File: config.mk
export PLATFORM = sky130hd
export DESIGN_NAME = hbridge_pwm_ctrl_flat
export DESIGN_NICKNAME = d
export VERILOG_FILES = /design/src/rtl/hbridge_pwm_ctrl_if.sv /design/src/rtl/hbridge_pwm_ctrl.sv /design/src/flat_wrapper.sv
export SDC_FILE = /design/constraint.sdc
export NUM_CORES = 1
export LEC_CHECK = 0
export ABC_CLOCK_PERIOD_IN_PS = 5300
export CAP_MARGIN = 20
export CORE_ASPECT_RATIO = 1.25
export CORE_MARGIN = 5
export CORE_UTILIZATION = 26
export CTS_CLUSTER_DIAMETER = 120
export DETAILED_ROUTE_END_ITERATION = 16
export GPL_TIMING_DRIVEN = 0
export PLACE_DENSITY = 0.46
export REMOVE_ABC_BUFFERS = 1
export SETUP_SLACK_MARGIN = 0.15
export SYNTH_ARGS = -nofsm -noshare
export SYNTH_HDL_FRONTEND = slang
export SYNTH_SLANG_ARGS = --single-unit
File: constraint.sdc
create_clock -name clk -period 5.3 [get_ports clk]
set_input_delay 0.795 -clock clk [delete_from_list [all_inputs] [get_ports clk]]
set_output_delay 0.795 -clock clk [all_outputs]
set_load 0.02 [all_outputs]
File: src/rtl/hbridge_pwm_ctrl_if.sv
// Bus bundle for the H-bridge PWM controller: control inputs, sense inputs and bridge drive outputs.
interface hbridge_pwm_ctrl_if #(
  parameter int NUM_CH = 4,
  parameter int PWM_W  = 12,
  parameter int DEAD_W = 8
);
  logic [PWM_W-1:0]        period;
  logic [NUM_CH*PWM_W-1:0] duty;
  logic [NUM_CH-1:0]       dir;
  logic [NUM_CH-1:0]       brake;
  logic [NUM_CH-1:0]       en;
  logic [DEAD_W-1:0]       dead_cycles;
  logic [NUM_CH-1:0]       oc_in;
  logic [NUM_CH-1:0]       fault_clr;
  logic [NUM_CH-1:0]       in_a;
  logic [NUM_CH-1:0]       in_b;
  logic [NUM_CH-1:0]       en_out;
  logic [NUM_CH-1:0]       fault;
  logic                    pwm_sync;

  modport master (
    output period, duty, dir, brake, en, dead_cycles, oc_in, fault_clr,
    input  in_a, in_b, en_out, fault, pwm_sync
  );

  modport slave (
    input  period, duty, dir, brake, en, dead_cycles, oc_in, fault_clr,
    output in_a, in_b, en_out, fault, pwm_sync
  );
endinterface

File: src/rtl/hbridge_pwm_ctrl.sv
// N-channel H-bridge controller: shared PWM timebase, per-channel direction/decay,
// reversal dead-time and filtered over-current trip. All pins are registered.
module hbridge_pwm_ctrl #(
  parameter int NUM_CH   = 4,
  parameter int PWM_W    = 12,
  parameter int DEAD_W   = 8,
  parameter int FLT_FILT = 4
) (
  input  logic              clk,
  input  logic              rst_n,
  hbridge_pwm_ctrl_if.slave bus
);

  localparam int OC_W = $clog2(FLT_FILT + 1);
  localparam logic [OC_W-1:0] OC_SAT  = OC_W'(FLT_FILT);
  localparam logic [OC_W-1:0] OC_TRIP = OC_W'(FLT_FILT - 1);

  typedef enum logic [1:0] {
    S_IDLE,
    S_RUN,
    S_DEAD,
    S_FAULT
  } state_e;

  logic [PWM_W-1:0]                 cnt_q, cnt_d;
  logic [PWM_W-1:0]                 period_sh_q, period_sh_d;
  logic [NUM_CH-1:0][PWM_W-1:0]     duty_sh_q, duty_sh_d;
  logic [NUM_CH-1:0]                dir_sh_q, dir_sh_d;
  logic [NUM_CH-1:0]                brake_sh_q, brake_sh_d;
  logic                             wrap;

  state_e                           state_q [NUM_CH];
  state_e                           state_d [NUM_CH];
  logic [NUM_CH-1:0]                cur_dir_q, cur_dir_d;
  logic [NUM_CH-1:0][DEAD_W-1:0]    dead_cnt_q, dead_cnt_d;
  logic [NUM_CH-1:0][OC_W-1:0]      oc_cnt_q, oc_cnt_d;

  logic [NUM_CH-1:0]                in_a_q, in_a_d;
  logic [NUM_CH-1:0]                in_b_q, in_b_d;
  logic [NUM_CH-1:0]                en_out_q, en_out_d;
  logic [NUM_CH-1:0]                fault_q, fault_d;
  logic                             sync_q, sync_d;

  always_comb begin
    wrap        = (cnt_q == period_sh_q);
    cnt_d       = wrap ? '0 : cnt_q + 1'b1;
    sync_d      = wrap;
    period_sh_d = wrap ? bus.period : period_sh_q;
    duty_sh_d   = wrap ? bus.duty   : duty_sh_q;
    dir_sh_d    = wrap ? bus.dir    : dir_sh_q;
    brake_sh_d  = wrap ? bus.brake  : brake_sh_q;
  end

  always_comb begin : p_chan
    logic trip;
    trip       = 1'b0;
    cur_dir_d  = cur_dir_q;
    dead_cnt_d = dead_cnt_q;
    oc_cnt_d   = oc_cnt_q;
    in_a_d     = '0;
    in_b_d     = '0;
    en_out_d   = '0;
    fault_d    = '0;
    for (int unsigned i = 0; i < NUM_CH; i++) begin
      state_d[i] = state_q[i];

      if (!bus.oc_in[i]) begin
        oc_cnt_d[i] = '0;
      end else if (oc_cnt_q[i] != OC_SAT) begin
        oc_cnt_d[i] = oc_cnt_q[i] + 1'b1;
      end
      // Trip fires on the cycle the filter count reaches FLT_FILT.
      trip = bus.oc_in[i] && (oc_cnt_q[i] >= OC_TRIP);

      case (state_q[i])
        S_IDLE: begin
          if (wrap && bus.en[i]) begin
            state_d[i]   = S_RUN;
            cur_dir_d[i] = bus.dir[i];
          end
        end
        S_RUN: begin
          if (trip) begin
            state_d[i] = S_FAULT;
          end else if (!bus.en[i]) begin
            state_d[i] = S_IDLE;
          end else if (wrap && (bus.dir[i] != cur_dir_q[i])) begin
            if (bus.dead_cycles == '0) begin
              cur_dir_d[i] = bus.dir[i];
            end else begin
              state_d[i]    = S_DEAD;
              dead_cnt_d[i] = bus.dead_cycles;
            end
          end
        end
        S_DEAD: begin
          if (trip) begin
            state_d[i] = S_FAULT;
          end else if (!bus.en[i]) begin
            state_d[i] = S_IDLE;
          end else if (dead_cnt_q[i] == DEAD_W'(1)) begin
            state_d[i]   = S_RUN;
            cur_dir_d[i] = dir_sh_d[i];
          end else begin
            dead_cnt_d[i] = dead_cnt_q[i] - 1'b1;
          end
        end
        S_FAULT: begin
          if (bus.fault_clr[i] && !bus.oc_in[i]) begin
            state_d[i] = S_IDLE;
          end
        end
        default: state_d[i] = S_IDLE;
      endcase

      case (state_q[i])
        S_RUN: begin
          if (cnt_q < duty_sh_q[i]) begin
            en_out_d[i] = 1'b1;
            in_a_d[i]   = cur_dir_q[i];
            in_b_d[i]   = ~cur_dir_q[i];
          end else begin
            en_out_d[i] = brake_sh_q[i];
          end
        end
        S_FAULT: fault_d[i] = 1'b1;
        default: ;
      endcase
    end
  end

  always_ff @(posedge clk) begin
    if (!rst_n) begin
      cnt_q       <= '0;
      period_sh_q <= '0;
      duty_sh_q   <= '0;
      dir_sh_q    <= '0;
      brake_sh_q  <= '0;
      for (int unsigned i = 0; i < NUM_CH; i++) begin
        state_q[i] <= S_IDLE;
      end
      cur_dir_q   <= '0;
      dead_cnt_q  <= '0;
      oc_cnt_q    <= '0;
      in_a_q      <= '0;
      in_b_q      <= '0;
      en_out_q    <= '0;
      fault_q     <= '0;
      sync_q      <= 1'b0;
    end else begin
      cnt_q       <= cnt_d;
      period_sh_q <= period_sh_d;
      duty_sh_q   <= duty_sh_d;
      dir_sh_q    <= dir_sh_d;
      brake_sh_q  <= brake_sh_d;
      state_q     <= state_d;
      cur_dir_q   <= cur_dir_d;
      dead_cnt_q  <= dead_cnt_d;
      oc_cnt_q    <= oc_cnt_d;
      in_a_q      <= in_a_d;
      in_b_q      <= in_b_d;
      en_out_q    <= en_out_d;
      fault_q     <= fault_d;
      sync_q      <= sync_d;
    end
  end

  assign bus.in_a     = in_a_q;
  assign bus.in_b     = in_b_q;
  assign bus.en_out   = en_out_q;
  assign bus.fault    = fault_q;
  assign bus.pwm_sync = sync_q;

endmodule

File: src/flat_wrapper.sv
// flat-port wrapper written by rule: the top's interface ports become plain ports
module hbridge_pwm_ctrl_flat 
#(
  parameter int NUM_CH   = 4,
  parameter int PWM_W    = 12,
  parameter int DEAD_W   = 8,
  parameter int FLT_FILT = 4
)
  (clk, rst_n, bus_period, bus_duty, bus_dir, bus_brake, bus_en, bus_dead_cycles, bus_oc_in, bus_fault_clr, bus_in_a, bus_in_b, bus_en_out, bus_fault, bus_pwm_sync);
  hbridge_pwm_ctrl_if #(.NUM_CH(NUM_CH), .PWM_W(PWM_W), .DEAD_W(DEAD_W)) bus_i ();
  input  logic clk;
  input  logic rst_n;
  input wire logic [$bits(bus_i.period)-1:0] bus_period;
  input wire logic [$bits(bus_i.duty)-1:0] bus_duty;
  input wire logic [$bits(bus_i.dir)-1:0] bus_dir;
  input wire logic [$bits(bus_i.brake)-1:0] bus_brake;
  input wire logic [$bits(bus_i.en)-1:0] bus_en;
  input wire logic [$bits(bus_i.dead_cycles)-1:0] bus_dead_cycles;
  input wire logic [$bits(bus_i.oc_in)-1:0] bus_oc_in;
  input wire logic [$bits(bus_i.fault_clr)-1:0] bus_fault_clr;
  output wire logic [$bits(bus_i.in_a)-1:0] bus_in_a;
  output wire logic [$bits(bus_i.in_b)-1:0] bus_in_b;
  output wire logic [$bits(bus_i.en_out)-1:0] bus_en_out;
  output wire logic [$bits(bus_i.fault)-1:0] bus_fault;
  output wire logic [$bits(bus_i.pwm_sync)-1:0] bus_pwm_sync;
  assign bus_i.period = bus_period;
  assign bus_i.duty = bus_duty;
  assign bus_i.dir = bus_dir;
  assign bus_i.brake = bus_brake;
  assign bus_i.en = bus_en;
  assign bus_i.dead_cycles = bus_dead_cycles;
  assign bus_i.oc_in = bus_oc_in;
  assign bus_i.fault_clr = bus_fault_clr;
  assign bus_in_a = bus_i.in_a;
  assign bus_in_b = bus_i.in_b;
  assign bus_en_out = bus_i.en_out;
  assign bus_fault = bus_i.fault;
  assign bus_pwm_sync = bus_i.pwm_sync;
  hbridge_pwm_ctrl #(.NUM_CH(NUM_CH), .PWM_W(PWM_W), .DEAD_W(DEAD_W), .FLT_FILT(FLT_FILT)) u_core (.clk(clk), .rst_n(rst_n), .bus(bus_i));
endmodule
==> impl_metrics.json, run 1 <==
{
  "boundaryPins": 107,
  "synth_cells": 1075,
  "die_h_um": 210.5,
  "avgViaCountPerCell": 4.764,
  "layout_common_cells": "nand2_1 (211), dfxtp_1 (153), a21oi_1 (148), clkdlybuf4s50_1 (105), inv_1 (72)",
  "final_antenna_net_count": 0,
  "yosysWarnings": 0,
  "max_stage_delay_ps": 650,
  "slew-limit-headroom_pct": 39.03,
  "io_buffers": 106,
  "critical_path_class": "reg2reg",
  "layout_commonest_cell": "nand2_1",
  "diodes": 0,
  "placementRows": 73,
  "layout_min_cycle_time_ps": 3326,
  "drc": 0,
  "yosys_register_bits": 153,
  "setup_violations": 0,
  "routed_wirelength_um": 23630,
  "pwr-share-clk_pct": 24.8,
  "ctsHtreeMaxLevel": 4,
  "die_area_mm2": 0.03587,
  "synthFlopType": "dfxtp_1",
  "holdBufCountCts": 0,
  "tightest_slew_ps": 914.5,
  "rsz0062_at_grt": "no",
  "clockBufferDepth": 2,
  "skew_ps": 13.36,
  "clk_pin_slew_worst_paths_ps": 70,
  "post-place-ws_ps": 1516,
  "antenna_found_initial": 0,
  "dr.first_iter.drc_count": 298,
  "synth_edf_count": 0,
  "grt_first_pass_wirelength_um": 38070,
  "cts.repair.resized": 0,
  "sw_frac_of_total_pct": 41.41,
  "ff2ff_path_depth": 8,
  "syn_area_per_cell_um2": 7.778,
  "numCtsBuffers": 17,
  "power_uw": 4834,
  "cp-start-kind": "register",
  "cp.depth": 8,
  "whs_path_depth": 2,
  "hold_path_class": "reg2reg",
  "post_cts_buffers": 0,
  "wire_per_inst_um": 15.03,
  "cp_max_fo": 55,
  "power.leakage_uw": 0.003878,
  "grt.total_usage_pct": 13.16,
  "via_count": 7489,
  "clock_sinks": 153,
  "die_w_um": 170.4,
  "syn_area_mm2": 0.008362,
  "finalNetCount": 1302,
  "power_frac_seq_pct": 32.8,
  "cts_root_buf": "clkbuf_16",
  "placed_cell_area_mm2": 0.009778,
  "outcome": "completed",
  "hpwl_um": 16600,
  "synth-seq-area-share_pct": 36.63,
  "initial_core_util_pct": 26.31,
  "path_buf_inv": 1,
  "first_global_vias": 7415,
  "grt_overflow": 0,
  "cts_tree": "yes",
  "ir_drop_mv": 0.3854,
  "clock_latency_ps": 430,
  "area_growth_syn_to_layout_pct": 23.78,
  "cp_data_required_time_ps": 5640,
  "grt_max_degree": 56,
  "fin_crit_sh_pct": 62.76,
  "layout_setup_ws_ps": 1974,
  "gp_congestion": 0.7508,
  "drtPass1Iterations": 5,
  "p_switching_uw": 2002,
  "p_per_area_mw_per_mm2": 467.1,
  "cap_violations": 0,
  "p_int_uw": 2833,
  "ys_types": 67,
  "cpLargestDelayFamily": "compound AO/OA/AOI/OAI gates",
  "design_area_mm2": 0.01035,
  "pwr-share-comb_pct": 42.4,
  "hold_viol": 0,
  "path_cells": "xor2_1 > nor4_2 > and3b_4 > buf_16 > nand2_4 > a211oi_4 > o21ai_0 > a221oi_1",
  "cp_slowest_cell": "a211oi_4",
  "end_kind": "register",
  "drive_gt1_share_pct": 5.603,
  "fmax_mhz": 300.7,
  "finalMaxSlewViolations": 0,
  "core-area_mm2": 0.03179,
  "multi_input_area_mm2": 0.004785,
  "seq_area_mm2": 0.003063,
  "async_flop_share_pct": 0,
  "fillCellCount": 3397,
  "arrival_ps": 3670
}
## worst paths after layout
kind / from / end / slack (ps)
hold reg to reg: u_core.duty_sh_q[41] / u_core.duty_sh_q[41] / 450
setup reg to reg: u_core.cnt_q[4] / u_core.dead_cnt_q[27] / 1970
hold / removal: u_core.duty_sh_q[41] / u_core.duty_sh_q[41] / 450
setup / recovery: u_core.cnt_q[4] / u_core.dead_cnt_q[27] / 1970
## state kept, by name, indices dropped and copies added (netlist names)
signal and count:
u_core.bus.fault 4, u_core.duty_sh_q 48, u_core.dead_cnt_q 32, u_core.state_q 8, u_core.period_sh_q 12, u_core.cur_dir_q 4, u_core.bus.en_out 4, u_core.cnt_q 12
u_core.oc_cnt_q 12, u_core.brake_sh_q 4, u_core.dir_sh_q 4, u_core.bus.pwm_sync 1, u_core.bus.in_b 4, u_core.bus.in_a 4
## power groups by stage
stage | clock network [uW] | logic [uW] | registers, uW
floorplan | 0 | 1370 | 1570
global placement | 0 | 2330 | 1790
detailed placement | 0 | 2100 | 1610
CTS | 1250 | 2100 | 1590
global route | 1290 | 2360 | 1620
finish | 1200 | 2050 | 1580
## stage by stage
step | util (%) | hold slack (ps) | TNS, ps | instances
finish | 32.56 | 453.5 | 0 | 1572
global route | 32.56 | 471.3 | 0 | 1572
CTS | 32.54 | 456.6 | 0 | 1571
detailed placement | 30.76 | 446.7 | 0 | 1539
global placement | 30.47 | 443.7 | -70130 | 1536
floorplan | - | 435.7 | 0 | 1018
## layer usage
metal / share of wire, % / track usage (%)
met4: 0.88 / 3.388
met5: 0 / 0
met2: 51 / 24.13
met3: 3.5 / 2.570
met1: 45 / 15.62
## tightest hold or removal path, cell delays in order, from the launching register on
cell and delay, ps:
dfxtp_1 310, nand2_1 50, a21oi_1 50
## cell families after synthesis
family	count (synthesis)	share of synthesized area (%)
compound gates	284	21.10
flops	153	36.63
xor+xnor	30	3.142
mux	12	1.437
fa+ha+maj	65	9.726
simple gates	401	21.67
buf+inv	130	6.300
## cells in the mapped netlist, types with 4 or more instances
library cell,instances,share of area (%)
inv_1,73,3.3
nand2_1,211,9.5
o31ai_1,5,0.45
o221a_2,6,0.81
buf_6,4,0.54
a211oi_1,9,0.81
xor2_1,15,1.6
o21a_1,4,0.36
mux2i_1,12,1.4
a21oi_1,148,8.9
nor3_1,16,0.96
nand3_1,31,1.9
nor2b_1,8,0.60
ha_1,65,9.7
nand4_1,7,0.52
nor4_1,5,0.37
and3_1,12,0.90
a31oi_1,8,0.60
dfxtp_1,153,37
o21ai_0,40,2.4
nor2_1,70,3.1
buf_2,4,0.24
clkbuf_1,46,2.1
o211ai_1,15,1.3
nand2b_1,17,1.3
a21o_1,7,0.63
nor3b_1,4,0.36
xnor2_1,15,1.6
## layout make-up
cell class,instances,share of cell area (%)
multi-input cells,792,46.23
flip-flops and latches,153,29.59
repair buffers,110,11.07
well taps,412,4.981
clock buffers,17,4.110
inverters,73,2.672
clock inverters,15,1.342
Note: power is estimated with default switching activity, not from simulation.
==> run 2: changes to the inputs <==
ABC_CLOCK_PERIOD_IN_PS = 2800   (was 5300)
PLACE_DENSITY = 0.47   (was 0.46)
clock period = 2.8 ns   (was 5.3 ns; I/O delays follow)
==> run 2 against run 1 <==
Effect of this change: setup slack got worse by 1700 ps; sequential power increased by 91%; global-route usage increased by 0.41 points; register-to-register slack got worse by 1700 ps; final cell count increased by 0.70%; critical path depth decreased by 1; critical endpoint is now u_core.dead_cnt_q[8].
==> impl_metrics.json, run 2 (synthesized netlist as in run 1, its figures left out) <==
{
  "grt_overflow": 0,
  "cp_data_required_time_ps": 3120,
  "post-place-ws_ps": -777.4,
  "grt_max_degree": 60,
  "clock_sinks": 153,
  "numCtsBuffers": 17,
  "outcome": "completed",
  "ir_drop_mv": 0.6547,
  "io_buffers": 106,
  "routed_wirelength_um": 24100,
  "finalCoreUtilization_pct": 33.10,
  "r2r_start": "u_core.cnt_q[5]",
  "largest_reg_flops": 48,
  "gp_congestion": 0.7852,
  "layout_setup_ws_ps": 316.9,
  "final_antenna_net_count": 0,
  "rsz0062_at_grt": "no",
  "skew_ps": 11.35,
  "holdBufCountCts": 0,
  "arrival_ps": 2800,
  "top_regs": "u_core.duty_sh_q (48), u_core.dead_cnt_q (32)",
  "fmax_mhz": 402.7,
  "placementRows": 73,
  "crit_start": "bus_dead_cycles[5]",
  "slew-limit-headroom_pct": 40.23,
  "cts_root_buf": "clkbuf_16",
  "power_uw": 9506,
  "diodes": 0,
  "tightest_slew_ps": 896.6,
  "drtPass1Iterations": 5,
  "setup_violations": 0,
  "clock_latency_ps": 430,
  "core-area_mm2": 0.03179,
  "die_w_um": 170.4,
  "boundaryPins": 107,
  "fin_crit_sh_pct": 88.68,
  "power.leakage_uw": 0.003987,
  "timing.hold.ws_ps": 453.0,
  "tns_ps": 0,
  "layout_common_cells": "nand2_1 (211), a21oi_1 (148), dfxtp_1 (141), clkdlybuf4s50_1 (105), inv_1 (72)",
  "hpwl_um": 16790,
  "cp_max_fo": 16,
  "clockBufferDepth": 2,
  "finalNetCount": 1313,
  "wire_per_inst_um": 15.22,
  "p_per_area_mw_per_mm2": 903.5,
  "finalMaxSlewViolations": 0,
  "clk_pin_slew_worst_paths_ps": 60,
  "rr_endpoint": "u_core.dead_cnt_q[2]",
  "critical_path_class": "in2reg",
  "cts_tree": "yes",
  "whs_path_depth": 2,
  "grt_first_pass_wirelength_um": 39070,
  "drive_gt1_share_pct": 7.430,
  "largest_register": "u_core.duty_sh_q",
  "drc": 0,
  "hold_end": "u_core.brake_sh_q[0]",
  "hold_viol": 0,
  "dr.first_iter.drc_count": 313,
  "ctsHtreeMaxLevel": 4,
  "grt.total_usage_pct": 13.57,
  "cap_violations": 0,
  "die_h_um": 210.5,
  "area_growth_syn_to_layout_pct": 25.83,
  "ff2ff_path_depth": 9,
  "layout_min_cycle_time_ps": 2483,
  "antenna_found_initial": 0,
  "first_global_vias": 7489,
  "end_kind": "register",
  "layout_commonest_cell": "nand2_1",
  "hold_path_class": "reg2reg",
  "die_area_mm2": 0.03587,
  "r2r_slack_ps": 320,
  "initial_core_util_pct": 26.31,
  "cp-start-kind": "primary input",
  "via_count": 7520,
  "worstHoldStart": "u_core.brake_sh_q[0]",
  "avgViaCountPerCell": 4.750
}
[run 2: cell types whose count changed in the layout (fill, tap and decap cells not counted), sizes merged]
cell | before | now
inv | 78 | 74
nand3b | 3 | 4
clkinv | 4 | 6
clkbuf | 17 | 21
buf | 5 | 13
and3b | 1 | 2
bufinv | 1 | 3
clkinvlp | 5 | 2
[run 2: how the worst max path moves through the flow]
stage	end	slack, ps
after floorplan	u_core.dead_cnt_q[24]	-760
after global placement	u_core.bus.in_b[1]	-3460
after detailed placement	u_core.dead_cnt_q[27]	-780
after CTS	u_core.dead_cnt_q[2]	150
after global routing	u_core.dead_cnt_q[2]	150
final	u_core.dead_cnt_q[8]	320
[run 2: timing repair]
item	4_1_cts	5_1_grt
buffers inserted	8	2
gates resized for setup	11	12
pin swaps	6	2
cloned	2	0
endpoints found under the setup margin	41	38
[run 2: layout make-up]
class,count,area [um2]
Multi-Input combinational cell,794,4838
Clock buffer,20,446.7
Fill cell,3413,21260
Inverter,73,276.5
Tap cell,412,515.5
Sequential cell,153,3088
Clock inverter,12,147.6
Timing Repair Buffer,119,1209
[run 2: power by group]
part	internal [uW]	leakage, uW	switching [uW]	total (uW)
logic	1590	0.00245	2520	4110
registers	2640	0.00125	362	3010
clock network	1420	0.000290	967	2390
total	5650	0.00399	3850	9510
[run 2: layer usage]
| metal | up-vias | GRT usage (%) | share of wire, % |
|---|---|---|---|
| met4 | 0 | 3.361 | 1.1 |
| met1 | 3535 | 16.30 | 44 |
| li1 | 3869 | - | - |
| met5 | - | 0 | 0 |
| met3 | 21 | 2.607 | 3.1 |
| met2 | 95 | 24.74 | 52 |
[run 2: metrics by stage]
stage	cells	area (um2)
detailed placement	1539	9771
global route	1583	10520
global placement	1536	9686
CTS	1581	10480
finish	1583	10520
floorplan	1018	8109
[run 2: critical path, cell delays in order]
cell and delay [ps]:
clkdlybuf4s50_1 620, nor4_1 400, and2_1 370, nor2_1 90, o22ai_2 490, nor2_1 120, o221a_2 280
